==> src/rtl/traffic_pkg.sv <==
// Shared phase encoding and default phase durations for the traffic light sequencer.
package traffic_pkg;

   typedef enum logic [1:0] {
      ALL_RED = 2'd0,
      GREEN   = 2'd1,
      YELLOW  = 2'd2,
      FLASH   = 2'd3
   } phase_e;

   localparam int DEF_NUM_DIR     = 4;
   localparam int DEF_CNT_W       = 16;
   localparam int DEF_GREEN_T     = 20;
   localparam int DEF_PED_GREEN_T = 32;
   localparam int DEF_YELLOW_T    = 4;
   localparam int DEF_ALLRED_T    = 2;
   localparam int DEF_FLASH_T     = 8;

endpackage

==> src/rtl/phase_timer.sv <==
// Loadable down-counter that holds at zero; done flags the final cycle of a phase.
module phase_timer #(
   parameter int CNT_W   = 16,
   parameter int RST_VAL = 0
) (
   input  logic             clk,
   input  logic             reset_n,
   input  logic             load,
   input  logic [CNT_W-1:0] load_val,
   output logic             done
);

   logic [CNT_W-1:0] cnt;

   always_ff @(posedge clk) begin
      if (!reset_n) begin
         cnt <= CNT_W'(RST_VAL);
      end else if (load) begin
         cnt <= load_val;
      end else if (cnt != '0) begin
         cnt <= cnt - 1'b1;
      end
   end

   assign done = (cnt == '0);

endmodule

==> src/rtl/traffic_light_seq_ctrl.sv <==
// Round-robin N-approach traffic light sequencer with pedestrian-extended green and flashing-yellow mode.
// Moore lamp outputs decoded straight from registered state; inputs take effect the cycle after sampling.
module traffic_light_seq_ctrl
   import traffic_pkg::*;
#(
   parameter int NUM_DIR     = DEF_NUM_DIR,
   parameter int CNT_W       = DEF_CNT_W,
   parameter int GREEN_T     = DEF_GREEN_T,
   parameter int PED_GREEN_T = DEF_PED_GREEN_T,
   parameter int YELLOW_T    = DEF_YELLOW_T,
   parameter int ALLRED_T    = DEF_ALLRED_T,
   parameter int FLASH_T     = DEF_FLASH_T,
   parameter int DIR_W       = (NUM_DIR > 1) ? $clog2(NUM_DIR) : 1
) (
   input  logic               clk,
   input  logic               reset_n,
   input  logic               flash_mode,
   input  logic [NUM_DIR-1:0] ped_req,
   output logic [NUM_DIR-1:0] red,
   output logic [NUM_DIR-1:0] yellow,
   output logic [NUM_DIR-1:0] green,
   output logic [NUM_DIR-1:0] walk,
   output logic [DIR_W-1:0]   active_dir,
   output logic [1:0]         phase
);

   localparam logic [DIR_W-1:0] LAST_DIR = DIR_W'(NUM_DIR - 1);

   phase_e             phase_q, phase_nxt;
   logic [DIR_W-1:0]   dir_q, dir_nxt, dir_inc;
   logic [NUM_DIR-1:0] latch_q, latch_nxt;
   logic               grant_q, grant_nxt;
   logic               flash_on_q, flash_on_nxt;
   logic               load;
   logic [CNT_W-1:0]   load_val;
   logic               done;

   phase_timer #(
      .CNT_W   (CNT_W),
      .RST_VAL (ALLRED_T - 1)
   ) u_timer (
      .clk      (clk),
      .reset_n  (reset_n),
      .load     (load),
      .load_val (load_val),
      .done     (done)
   );

   always_ff @(posedge clk) begin
      if (!reset_n) begin
         phase_q    <= ALL_RED;
         dir_q      <= LAST_DIR;
         latch_q    <= '0;
         grant_q    <= 1'b0;
         flash_on_q <= 1'b0;
      end else begin
         phase_q    <= phase_nxt;
         dir_q      <= dir_nxt;
         latch_q    <= latch_nxt;
         grant_q    <= grant_nxt;
         flash_on_q <= flash_on_nxt;
      end
   end

   always_comb begin
      phase_nxt    = phase_q;
      dir_nxt      = dir_q;
      latch_nxt    = latch_q | ped_req;
      grant_nxt    = grant_q;
      flash_on_nxt = flash_on_q;
      load         = 1'b0;
      load_val     = '0;
      dir_inc      = (dir_q == LAST_DIR) ? '0 : dir_q + 1'b1;

      if (phase_q != FLASH && flash_mode) begin
         phase_nxt    = FLASH;
         flash_on_nxt = 1'b1;
         load         = 1'b1;
         load_val     = CNT_W'(FLASH_T - 1);
      end else if (phase_q == FLASH) begin
         if (!flash_mode) begin
            // active_dir is kept so the round resumes with the following approach
            phase_nxt    = ALL_RED;
            flash_on_nxt = 1'b0;
            load         = 1'b1;
            load_val     = CNT_W'(ALLRED_T - 1);
         end else if (done) begin
            flash_on_nxt = ~flash_on_q;
            load         = 1'b1;
            load_val     = CNT_W'(FLASH_T - 1);
         end
      end else if (done) begin
         case (phase_q)
            ALL_RED: begin
               // the capture cycle consumes the request; later cycles re-arm the latch
               phase_nxt          = GREEN;
               dir_nxt            = dir_inc;
               grant_nxt          = latch_q[dir_inc] | ped_req[dir_inc];
               latch_nxt[dir_inc] = 1'b0;
               load               = 1'b1;
               load_val           = grant_nxt ? CNT_W'(PED_GREEN_T - 1) : CNT_W'(GREEN_T - 1);
            end
            GREEN: begin
               phase_nxt = YELLOW;
               load      = 1'b1;
               load_val  = CNT_W'(YELLOW_T - 1);
            end
            YELLOW: begin
               phase_nxt = ALL_RED;
               load      = 1'b1;
               load_val  = CNT_W'(ALLRED_T - 1);
            end
            default: begin
               phase_nxt = ALL_RED;
            end
         endcase
      end
   end

   always_comb begin
      red    = '1;
      yellow = '0;
      green  = '0;
      walk   = '0;
      case (phase_q)
         FLASH: begin
            red    = '0;
            yellow = {NUM_DIR{flash_on_q}};
         end
         GREEN: begin
            red[dir_q]   = 1'b0;
            green[dir_q] = 1'b1;
            walk[dir_q]  = grant_q;
         end
         YELLOW: begin
            red[dir_q]    = 1'b0;
            yellow[dir_q] = 1'b1;
         end
         default: ;
      endcase
   end

   assign active_dir = dir_q;
   assign phase      = phase_q;

endmodule

==> config.mk <==
export PLATFORM = sky130hd
export DESIGN_NAME = traffic_light_seq_ctrl
export DESIGN_NICKNAME = d
export VERILOG_FILES = /design/src/rtl/traffic_pkg.sv /design/src/rtl/phase_timer.sv /design/src/rtl/traffic_light_seq_ctrl.sv
export SDC_FILE = /design/constraint.sdc
export NUM_CORES = 1
export LEC_CHECK = 0
export BUFFER_PORTS_ARGS = -buffer_cell sky130_fd_sc_hd__buf_2
export CAP_MARGIN = 10
export CELL_PAD_IN_SITES_DETAIL_PLACEMENT = 0
export CELL_PAD_IN_SITES_GLOBAL_PLACEMENT = 1
export CORE_MARGIN = 1
export CORE_UTILIZATION = 42
export CTS_BUF_LIST = sky130_fd_sc_hd__clkbuf_16
export CTS_CLUSTER_SIZE = 20
export DETAILED_ROUTE_END_ITERATION = 6
export PLACE_DENSITY = 0.76
export SETUP_SLACK_MARGIN = 0.05
export SLEW_MARGIN = 20
export SYNTH_ARGS = -nofsm -noshare
export SYNTH_HDL_FRONTEND = slang
export SYNTH_HIERARCHICAL = 1
export SYNTH_SLANG_ARGS = --single-unit
==> constraint.sdc <==
create_clock -name clk -period 2.9 [get_ports clk]
set_input_delay 0.58 -clock clk [delete_from_list [all_inputs] [get_ports clk]]
set_output_delay 0.58 -clock clk [all_outputs]
set_load 0.03 [all_outputs]
==> flow_summary_export.csv, run 1 <==
group,metric,value,unit
critical_path,crit_end,"u_timer/cnt[13]$_SDFFE_PN0P_",
clock_network,clk_transition_reported_paths,0.06,ns
placed_design,hpwl,2.75,mm
placed_design,dp_cells,303,
power_and_ir_drop,power.density,537,nW/um^2
critical_path,setup.worst_path.start_class,"register",
timing,setup_tns,0,ns
global_routing,grt-ovfl-total,0,
yosys,ys_warn_count,6,
detailed_routing,wirelength,3.64,mm
layout,antennaDiodeCount,0,
yosys,ys_seq_area_share,29.7,%
floorplanning,core_area,4000,sq um
yosys,synth-edff-count,0,
clock_network,worstSkewPairLatency,0.26,ns
detailed_routing,drc_errors,0,
clock_network,numCtsBuffers,3,
flow_run,maxCapViolations,0,
clock_network,clockBufferDepth,2,
timing,rsz0062_at_grt,"no",
power_and_ir_drop,irDropWorstVdd,283,uV
yosys,synthTopCellsByCount,"30 x nand2_1, 26 x dfxtp_1, 21 x o21ai_0",
yosys,syn_area,1750,sq um
global_routing,grt.total_usage,17.8,%
yosys,yosysTopAreaCellShare,29.7,%
layout,nets,278,
hold_path,holdCritPathClass,"reg2reg",
timing,hold_viol,0,
floorplanning,die_w,66.6,um
critical_path,cp_cell_sequence,"inv_1 -> ha_1 -> nor3b_2 -> nand4b_1 -> nor2_1 -> buf_4 -> nand2b_1 -> inv_1 -> o221ai_1 -> nor3_1",
critical_path,slowest_stage,"nor3b_2",
global_routing,grt_max_degree,23,
global_routing,grt_pass1_vias,1323,
detailed_routing,wl_met1,1.96,mm
detailed_routing,wl_met3,64,um
detailed_routing,ant_nets,0,
critical_path,cp_data_required_time,3.05,ns
critical_path,worstSetupPathType,"reg2reg",
global_routing,grt_pass1_wl,6.12,mm
clock_network,cts_root_buf,"clkbuf_16",
clock_network,cts_tree,"done",
floorplanning,ios,27,
power_and_ir_drop,power_frac_comb,31.8,%
power_and_ir_drop,p_int,726,uW
critical_path,worstSetupStartpoint,"u_timer/cnt[0]$_SDFFE_PN1P_",
power_and_ir_drop,p_switching,380,uW
timing,finalCritPeriodShare,82.2,%
yosys,async_flop_share,0,%
timing,slew_viol_final,0,
floorplanning,chipHeight,66.6,um
outcome,status,"complete, no violations",
floorplanning,dieArea,4430,sq um
detailed_routing,num_vias,1559,
clock_network,postCtsResizedCells,0,
critical_path,crit_path_end_kind,"register",
layout,seqCellArea,520,sq um
critical_path,rrSetupSlack,0.52,ns
detailed_routing,avgRoutedWirePerCell,11.8,um
clock_network,post-cts-setup-buffers,0,
yosys,synth_seq_cells,26,
placed_design,port_buffers,26,
timing,slew_headroom,65.5,%
layout,nFillCells,401,
detailed_routing,wl_met2,1.60,mm
detailed_routing,first_pass_iters,4,
critical_path,cp.arrival,2.53,ns
power_and_ir_drop,seqPwrFrac,40.4,%
timing,post-route-min-period,2.38,ns
clock_network,htreeDepth,1,
timing,setup_viol,0,
layout,multi_input_area,1200,sq um
clock_network,clock_sinks,26,
yosys,yosys.area.top_type,"dfxtp_1",
yosys,synth_most_common_cell,"nand2_1",
timing,worst_slew_pin_slew,0.513,ns
yosys,ys_top_cells_by_area,"dfxtp_1 30%, ha_1 9.3%, nand2_1 6.4%, o21ai_0 6.0%, a21oi_1 4.6%",
layout,syn2layout_area_growth,17.7,%
yosys,synthCells,218,
detailed_routing,top_layer,"met4",
critical_path,cpMostUsedCell,"inv_1",
power_and_ir_drop,p_sw_share,34.4,%
detailed_routing,drt_iter0_drc,126,
clock_network,postCtsHoldBufs,0,
detailed_routing,viasPerCell,5.08,
power_and_ir_drop,p_clk_share,27.8,%
floorplanning,num_rows,23,
placed_design,place.gp.congestion,0.786,
yosys,synth_area_per_cell,8.03,sq um
timing,fin_skew,0.000803,ns
critical_path,r2r_cells,10,
timing,fmax,420,MHz
yosys,yosysUniqueCellTypes,50,
floorplanning,initial_utilization,43.8,%
critical_path,r2r_start,"u_timer/cnt[0]$_SDFFE_PN1P_",
yosys,synth_top_flop_cell,"dfxtp_1",
critical_path,reg2reg_to,"u_timer/cnt[13]$_SDFFE_PN0P_",
layout,drive_above_1_share,17.9,%
global_routing,antenna_found_initial,0,
power_and_ir_drop,p_leak,0.919,nW
critical_path,cpPeakStageDelay,0.45,ns
critical_path,cp_max_fo,12,
layout,instances_no_fill,307,
==> flip-flops by register name, indices dropped and copies added (netlist names) <==
register / count
active_dir: 2
latch_q: 4
u_timer/cnt: 16
phase: 2
grant_q: 1
flash_on_q: 1
==> final cells by class <==
class / instances / area share [%]
Timing Repair Buffer: 31 / 8.14
Sequential cell: 26 / 25.3
Tap cell: 50 / 3.04
Multi-Input combinational cell: 188 / 58.3
Clock buffer: 3 / 3.64
Inverter: 8 / 1.46
Clock inverter: 1 / 0.182
==> critical path: cells and delay by family (launching register included) <==
kind	cells	cell delay, ns
simple gates	5	1.09
buf+inv	3	0.42
flops	1	0.35
compound gates	1	0.24
fa+ha+maj	1	0.17
==> metrics by stage <==
stage / cell area [sq um] / power, mW / utilization [%] / setup slack, ns / hold WS [ns]
floorplan: 1800 / 0.723 / - / 0.282 / 0.462
global placement: 1980 / 0.811 / 49.5 / 0.599 / 0.481
detailed placement: 1980 / 0.806 / 49.5 / 0.585 / 0.496
CTS: 2060 / 1.12 / 51.5 / 0.537 / 0.505
global route: 2060 / 1.18 / 51.5 / 0.269 / 0.525
finish: 2060 / 1.11 / 51.5 / 0.517 / 0.498
==> power groups by stage <==
stage / Sequential, mW / Combinational, mW / Clock, mW
after floorplan: 0.452 / 0.271 / 0
after global placement: 0.456 / 0.355 / 0
after detailed placement: 0.455 / 0.351 / 0
final: 0.446 / 0.352 / 0.307
after global routing: 0.455 / 0.398 / 0.331
after CTS: 0.447 / 0.354 / 0.318
==> layout by cell type, fill, tap and decap left out, types with 2 or more instances in the layout <==
master / n
inv_1: 8
o21ai_1: 3
o221ai_1: 2
xor2_1: 9
a21boi_0: 3
ha_1: 13
nand2b_1: 3
conb_1: 15
nor2_1: 9
nand3b_1: 2
xnor2_1: 3
buf_2: 26
o21ai_0: 21
nor2b_1: 3
nand4b_1: 3
nor4_1: 2
nand2_1: 30
and2_1: 4
nand3_1: 5
a21oi_1: 16
nor3_2: 2
o211ai_1: 5
buf_4: 5
dfxtp_1: 26
clkbuf_16: 3
o21a_1: 3
and3_1: 3
nor3_1: 8
==> cell families after synthesis <==
| logic type | after synthesis | share of synthesized area, % |
|---|---|---|
| AND/OR/NAND/NOR | 86 | 27.7 |
| AO/OA/AOI/OAI | 61 | 21.2 |
| flip-flops | 26 | 29.7 |
| buffers and inverters | 18 | 4.65 |
| adder cells (fa/ha/maj) | 13 | 9.29 |
| XOR/XNOR | 12 | 6.00 |
| other | 1 | 0.214 |
| multiplexers | 1 | 1.29 |
==> per-layer routing <==
layer,vias to the layer above,GRT usage (%)
li1,828,-
met1,719,26.4
met2,10,26.3
met3,2,4.11
met4,0,2.39
met5,-,0
==> worst min-delay path by stage <==
stage	startpoint	endpoint	slack (ns)	depth (start not counted)
2_1_floorplan	flash_on_q$_SDFFE_PN0P_	flash_on_q$_SDFFE_PN0P_	0.46	2
3_3_place_gp	flash_on_q$_SDFFE_PN0P_	flash_on_q$_SDFFE_PN0P_	0.48	2
3_5_place_dp	flash_on_q$_SDFFE_PN0P_	flash_on_q$_SDFFE_PN0P_	0.50	2
4_1_cts	flash_on_q$_SDFFE_PN0P_	flash_on_q$_SDFFE_PN0P_	0.50	2
5_1_grt	flash_on_q$_SDFFE_PN0P_	flash_on_q$_SDFFE_PN0P_	0.53	2
6_report	flash_on_q$_SDFFE_PN0P_	flash_on_q$_SDFFE_PN0P_	0.50	2
Note: power is estimated with default switching activity, not from simulation.
==> inputs of run 2 (changes only) <==
==> constraint.sdc (replaced) <==
create_clock -name clk -period 2.35 [get_ports clk]
set_input_delay 0.47 -clock clk [delete_from_list [all_inputs] [get_ports clk]]
set_output_delay 0.47 -clock clk [all_outputs]
set_load 0.03 [all_outputs]
==> flow_summary_export.csv, run 2 (synthesis results as in run 1) <==
group,metric,value,unit
floorplanning,die_w,66.6,um
timing,fin_skew,0.00451,ns
clock_network,numCtsBuffers,3,
hold_path,hold_end,"flash_on_q$_SDFFE_PN0P_",
layout,instances_no_fill,308,
layout,syn2layout_area_growth,19.3,%
critical_path,r2r_cells,6,
critical_path,r2r_start,"u_timer/cnt[12]$_SDFFE_PN0P_",
critical_path,setup.worst_path.start_class,"register",
detailed_routing,num_vias,1534,
power_and_ir_drop,irDropWorstVdd,403,uV
timing,hold_viol,0,
timing,finalCritPeriodShare,91.4,%
global_routing,grt.total_usage,17.1,%
floorplanning,chipHeight,66.6,um
timing,post-route-min-period,2.15,ns
global_routing,antenna_found_initial,0,
hold_path,hold_path_depth,2,
layout,final_common_cell,"nand2_1",
power_and_ir_drop,p_leak,0.927,nW
clock_network,postCtsResizedCells,0,
hold_path,holdCritPathClass,"reg2reg",
timing,rsz0062_at_grt,"no",
timing,slew_viol_final,0,
layout,reg_top3,"u_timer/cnt x16, latch_q x4",
floorplanning,dieArea,4430,sq um
critical_path,cp.arrival,1.68,ns
placed_design,place_ws,0.389,ns
floorplanning,num_rows,23,
clock_network,clock_sinks,26,
detailed_routing,viasPerCell,4.98,
detailed_routing,wl_met1,1.95,mm
clock_network,worstSkewPairLatency,0.26,ns
layout,largest_reg_flops,16,
clock_network,clockBufferDepth,2,
layout,top_register,"u_timer/cnt",
flow_run,maxCapViolations,0,
detailed_routing,avgRoutedWirePerCell,11.5,um
clock_network,clk_transition_reported_paths,0.06,ns
detailed_routing,drc_errors,0,
global_routing,grt-ovfl-total,0,
critical_path,reg2reg_to,"grant_q$_SDFFE_PN0P_",
clock_network,postCtsHoldBufs,0,
floorplanning,core_area,4000,sq um
critical_path,worstSetupPathType,"reg2out",
detailed_routing,wl_met3,96,um
critical_path,cp_data_required_time,1.88,ns
global_routing,grt_max_degree,23,
timing,setup_tns,0,ns
placed_design,hpwl,2.67,mm
detailed_routing,wirelength,3.54,mm
clock_network,cts_tree,"done",
power_and_ir_drop,power.density,661,nW/um^2
layout,multi_input_area,1220,sq um
global_routing,grt_pass1_vias,1185,
detailed_routing,wl_met2,1.48,mm
clock_network,cts_root_buf,"clkbuf_16",
detailed_routing,ant_nets,0,
floorplanning,ios,27,
layout,drive_above_1_share,19.4,%
layout,nFillCells,388,
timing,hold_ws,0.493,ns
placed_design,place.gp.congestion,0.815,
critical_path,crit_path_end_kind,"primary output",
critical_path,rrSetupSlack,0.38,ns
layout,nets,280,
layout,antennaDiodeCount,0,
hold_path,min-delay-start,"flash_on_q$_SDFFE_PN0P_",
placed_design,port_buffers,26,
layout,seqCellArea,520,sq um
detailed_routing,first_pass_iters,4,
outcome,status,"complete, no violations",
detailed_routing,top_layer,"met4",
clock_network,post-cts-setup-buffers,0,
layout,layout_common_cells,"30 x nand2_1, 26 x dfxtp_1, 26 x buf_2",
timing,layout_setup_ws,0.203,ns
detailed_routing,drt_iter0_drc,170,
placed_design,dp_cells,305,
critical_path,cp_max_fo,6,
clock_network,htreeDepth,1,
timing,fmax,466,MHz
timing,setup_viol,0,
floorplanning,initial_utilization,43.8,%
global_routing,grt_pass1_wl,5.77,mm
run 2: cell types whose count changed in the layout (fill, tap and decap cells not counted), sizes merged:
| cell | change |
|---|---|
| buf | +2 |
| clkinv | -1 |
run 2: layout make-up:
class / instances / area share (%)
Multi-Input combinational cell: 188 / 58.3
Sequential cell: 26 / 24.9
Timing Repair Buffer: 33 / 8.75
Clock buffer: 3 / 3.59
Tap cell: 50 / 3.00
Inverter: 8 / 1.44
run 2: metrics by stage:
step           util, %  power, mW  cell area (sq um)
2_1_floorplan        -      0.905               1830
3_3_place_gp      50.3       1.02               2010
3_5_place_dp      50.3       1.02               2010
4_1_cts           52.1       1.40               2090
5_1_grt           52.2       1.47               2090
6_report          52.2       1.38               2090
run 2: report_power, final:
group | switching [mW] | internal [mW]
Combinational | 0.263 | 0.195
Clock | 0.146 | 0.225
Sequential | 0.0589 | 0.492
Total | 0.468 | 0.912
run 2: layer usage:
layer  vias up  GRT usage (%)
li1        833              -
met1       682           27.0
met2        17           22.7
met3         2           4.11
met4         0           3.19
met5         -              0
run 2: worst max-delay path by stage:
stage / from / to / cells after the start
finish: phase[1]$_SDFFE_PN0P_ / red[2] / 5
CTS: phase[0]$_SDFFE_PN0P_ / red[1] / 5
detailed placement: phase[0]$_SDFFE_PN0P_ / red[1] / 5
global route: phase[1]$_SDFFE_PN0P_ / red[2] / 5
global placement: phase[0]$_SDFFE_PN0P_ / red[3] / 5
floorplan: u_timer/cnt[0]$_SDFFE_PN1P_ / u_timer/cnt[15]$_SDFFE_PN0P_ / 12
run 2: critical path: stages (launching register included):
cell and delay, ns:
dfxtp_1 0.43, inv_1 0.15, ha_1 0.36, nor2_1 0.23, a21oi_1 0.07, buf_2 0.18
==> inputs of run 3 (changes only) <==
==> constraint.sdc (replaced) <==
create_clock -name clk -period 2.35 [get_ports clk]
set_input_delay 0.47 -clock clk [delete_from_list [all_inputs] [get_ports clk]]
set_output_delay 0.47 -clock clk [all_outputs]
set_load 0.005 [all_outputs]
==> flow_summary_export.csv, run 3 (synthesis results as in run 1) <==
group,metric,value,unit
outcome,status,"complete, no violations",
floorplanning,die_w,66.6,um
global_routing,grt_pass1_wl,6.31,mm
layout,final_common_cell,"nand2_1",
critical_path,cp_max_fo,6,
hold_path,holdCritPathClass,"reg2reg",
detailed_routing,drc_errors,0,
detailed_routing,first_pass_iters,5,
timing,setup_viol,0,
detailed_routing,drt_iter0_drc,99,
detailed_routing,wirelength,3.69,mm
power_and_ir_drop,seqPwrFrac,41.1,%
layout,largest_reg_flops,16,
power_and_ir_drop,irDropWorstVdd,447,uV
clock_network,htreeDepth,1,
layout,syn2layout_area_growth,19.5,%
timing,post-route-min-period,2.10,ns
clock_network,clk_transition_reported_paths,0.06,ns
power_and_ir_drop,p_int,914,uW
critical_path,slowest_stage,"dfxtp_1",
power_and_ir_drop,p_leak,0.928,nW
placed_design,hpwl,2.74,mm
critical_path,crit_path_end_kind,"primary output",
power_and_ir_drop,power_frac_comb,31.1,%
timing,fmax,477,MHz
layout,drive_above_1_share,19.3,%
clock_network,cts_tree,"done",
clock_network,worstSkewPairLatency,0.26,ns
placed_design,place.gp.congestion,0.758,
global_routing,grt_pass1_vias,1339,
critical_path,cp_cell_sequence,"inv_1 -> ha_1 -> nor2_1 -> a21oi_1 -> buf_2",
detailed_routing,avgRoutedWirePerCell,11.9,um
layout,utilization,52.3,%
clock_network,post-cts-setup-buffers,0,
critical_path,cp_data_required_time,1.88,ns
floorplanning,chipHeight,66.6,um
placed_design,port_buffers,26,
layout,final_cell_area,2090,sq um
critical_path,worstSetupPathType,"reg2out",
power_and_ir_drop,p_clk_share,27.8,%
critical_path,cp.arrival,1.63,ns
clock_network,clockBufferDepth,2,
floorplanning,initial_utilization,43.8,%
detailed_routing,ant_nets,0,
timing,setup_tns,0,ns
layout,nets,280,
critical_path,setup.worst_path.start_class,"register",
detailed_routing,viasPerCell,5.02,
layout,reg_top3,"u_timer/cnt x16, latch_q x4",
clock_network,cts_root_buf,"clkbuf_16",
floorplanning,num_rows,23,
timing,finalCritPeriodShare,89.3,%
clock_network,clock_sinks,26,
floorplanning,core_area,4000,sq um
detailed_routing,num_vias,1550,
global_routing,grt_max_degree,23,
critical_path,cpPeakStageDelay,0.44,ns
flow_run,maxCapViolations,0,
clock_network,numCtsBuffers,3,
global_routing,grt.total_usage,18.6,%
power_and_ir_drop,p_sw_share,32.2,%
power_and_ir_drop,p_switching,434,uW
timing,hold_viol,0,
placed_design,place_area,2010,sq um
floorplanning,dieArea,4430,sq um
power_and_ir_drop,power.density,644,nW/um^2
floorplanning,ios,27,
timing,fin_skew,0.00387,ns
layout,antennaDiodeCount,0,
global_routing,grt-ovfl-total,0,
global_routing,antenna_found_initial,0,
layout,layout_common_cells,"30 x nand2_1, 26 x dfxtp_1, 26 x buf_2",
layout,top_register,"u_timer/cnt",
timing,rsz0062_at_grt,"no",
timing,slew_viol_final,0,
==> run 3: changes by cell type in the layout (fill, tap and decap cells not counted) <==
cell and change:
clkinv_1 +1
==> run 3: power by group through the flow <==
stage | combinational [mW] | clock [mW] | sequential [mW]
floorplan | 0.316 | 0 | 0.550
global placement | 0.423 | 0 | 0.562
detailed placement | 0.418 | 0 | 0.563
CTS | 0.421 | 0.393 | 0.554
global route | 0.480 | 0.411 | 0.563
finish | 0.419 | 0.375 | 0.553
==> run 3: worst paths after layout <==
path / from / endpoint / slack [ns] / cells past startpoint
setup / recovery: phase[1]$_SDFFE_PN0P_ / red[3] / 0.25 / 5
hold / removal: flash_on_q$_SDFFE_PN0P_ / flash_on_q$_SDFFE_PN0P_ / 0.49 / 2
setup reg to reg: u_timer/cnt[12]$_SDFFE_PN0P_ / grant_q$_SDFFE_PN0P_ / 0.37 / 6
hold reg to reg: flash_on_q$_SDFFE_PN0P_ / flash_on_q$_SDFFE_PN0P_ / 0.49 / 2
==> run 3: routing by layer <==
metal,vias up,GRT usage (%),part of all wire [%]
met5,-,0,0
met4,0,4.79,0.73
met3,2,4.11,2.2
met2,15,27.3,43
met1,699,27.2,54
li1,834,-,-
==> run 3: repair_timing <==
item / CTS / global route
endpoints found under the hold margin: 0 / 0
gates resized for setup: 0 / 1
endpoints found under the setup margin: 0 / 4
hold buffers: 0 / 0
==> run 3: per-stage QoR <==
stage	total power [mW]	setup slack (ns)	cells	hold WS (ns)
after floorplan	0.867	0.0817	232	0.462
after global placement	0.985	0.400	305	0.491
after detailed placement	0.981	0.384	305	0.488
after CTS	1.37	0.133	309	0.489
after global routing	1.45	0.0750	309	0.521
final	1.35	0.252	309	0.490
==> run 3: layout make-up <==
class / instances / area [sq um]
fill: 403 / 1910
multi-input combinational: 188 / 1220
sequential: 26 / 520
timing repair buffer: 33 / 183
clock buffer: 3 / 75.1
tap: 50 / 62.6
inverter: 8 / 30.0
clock inverter: 1 / 3.75
==> run 3: critical path: cells and delay by family (launching register included) <==
family	cells	cell delay [ns]
AOI/OAI and AO/OA	1	0.07
adders and majority gates	1	0.36
buffers and inverters	2	0.29
DFF	1	0.44
and+or+nand+nor	1	0.21
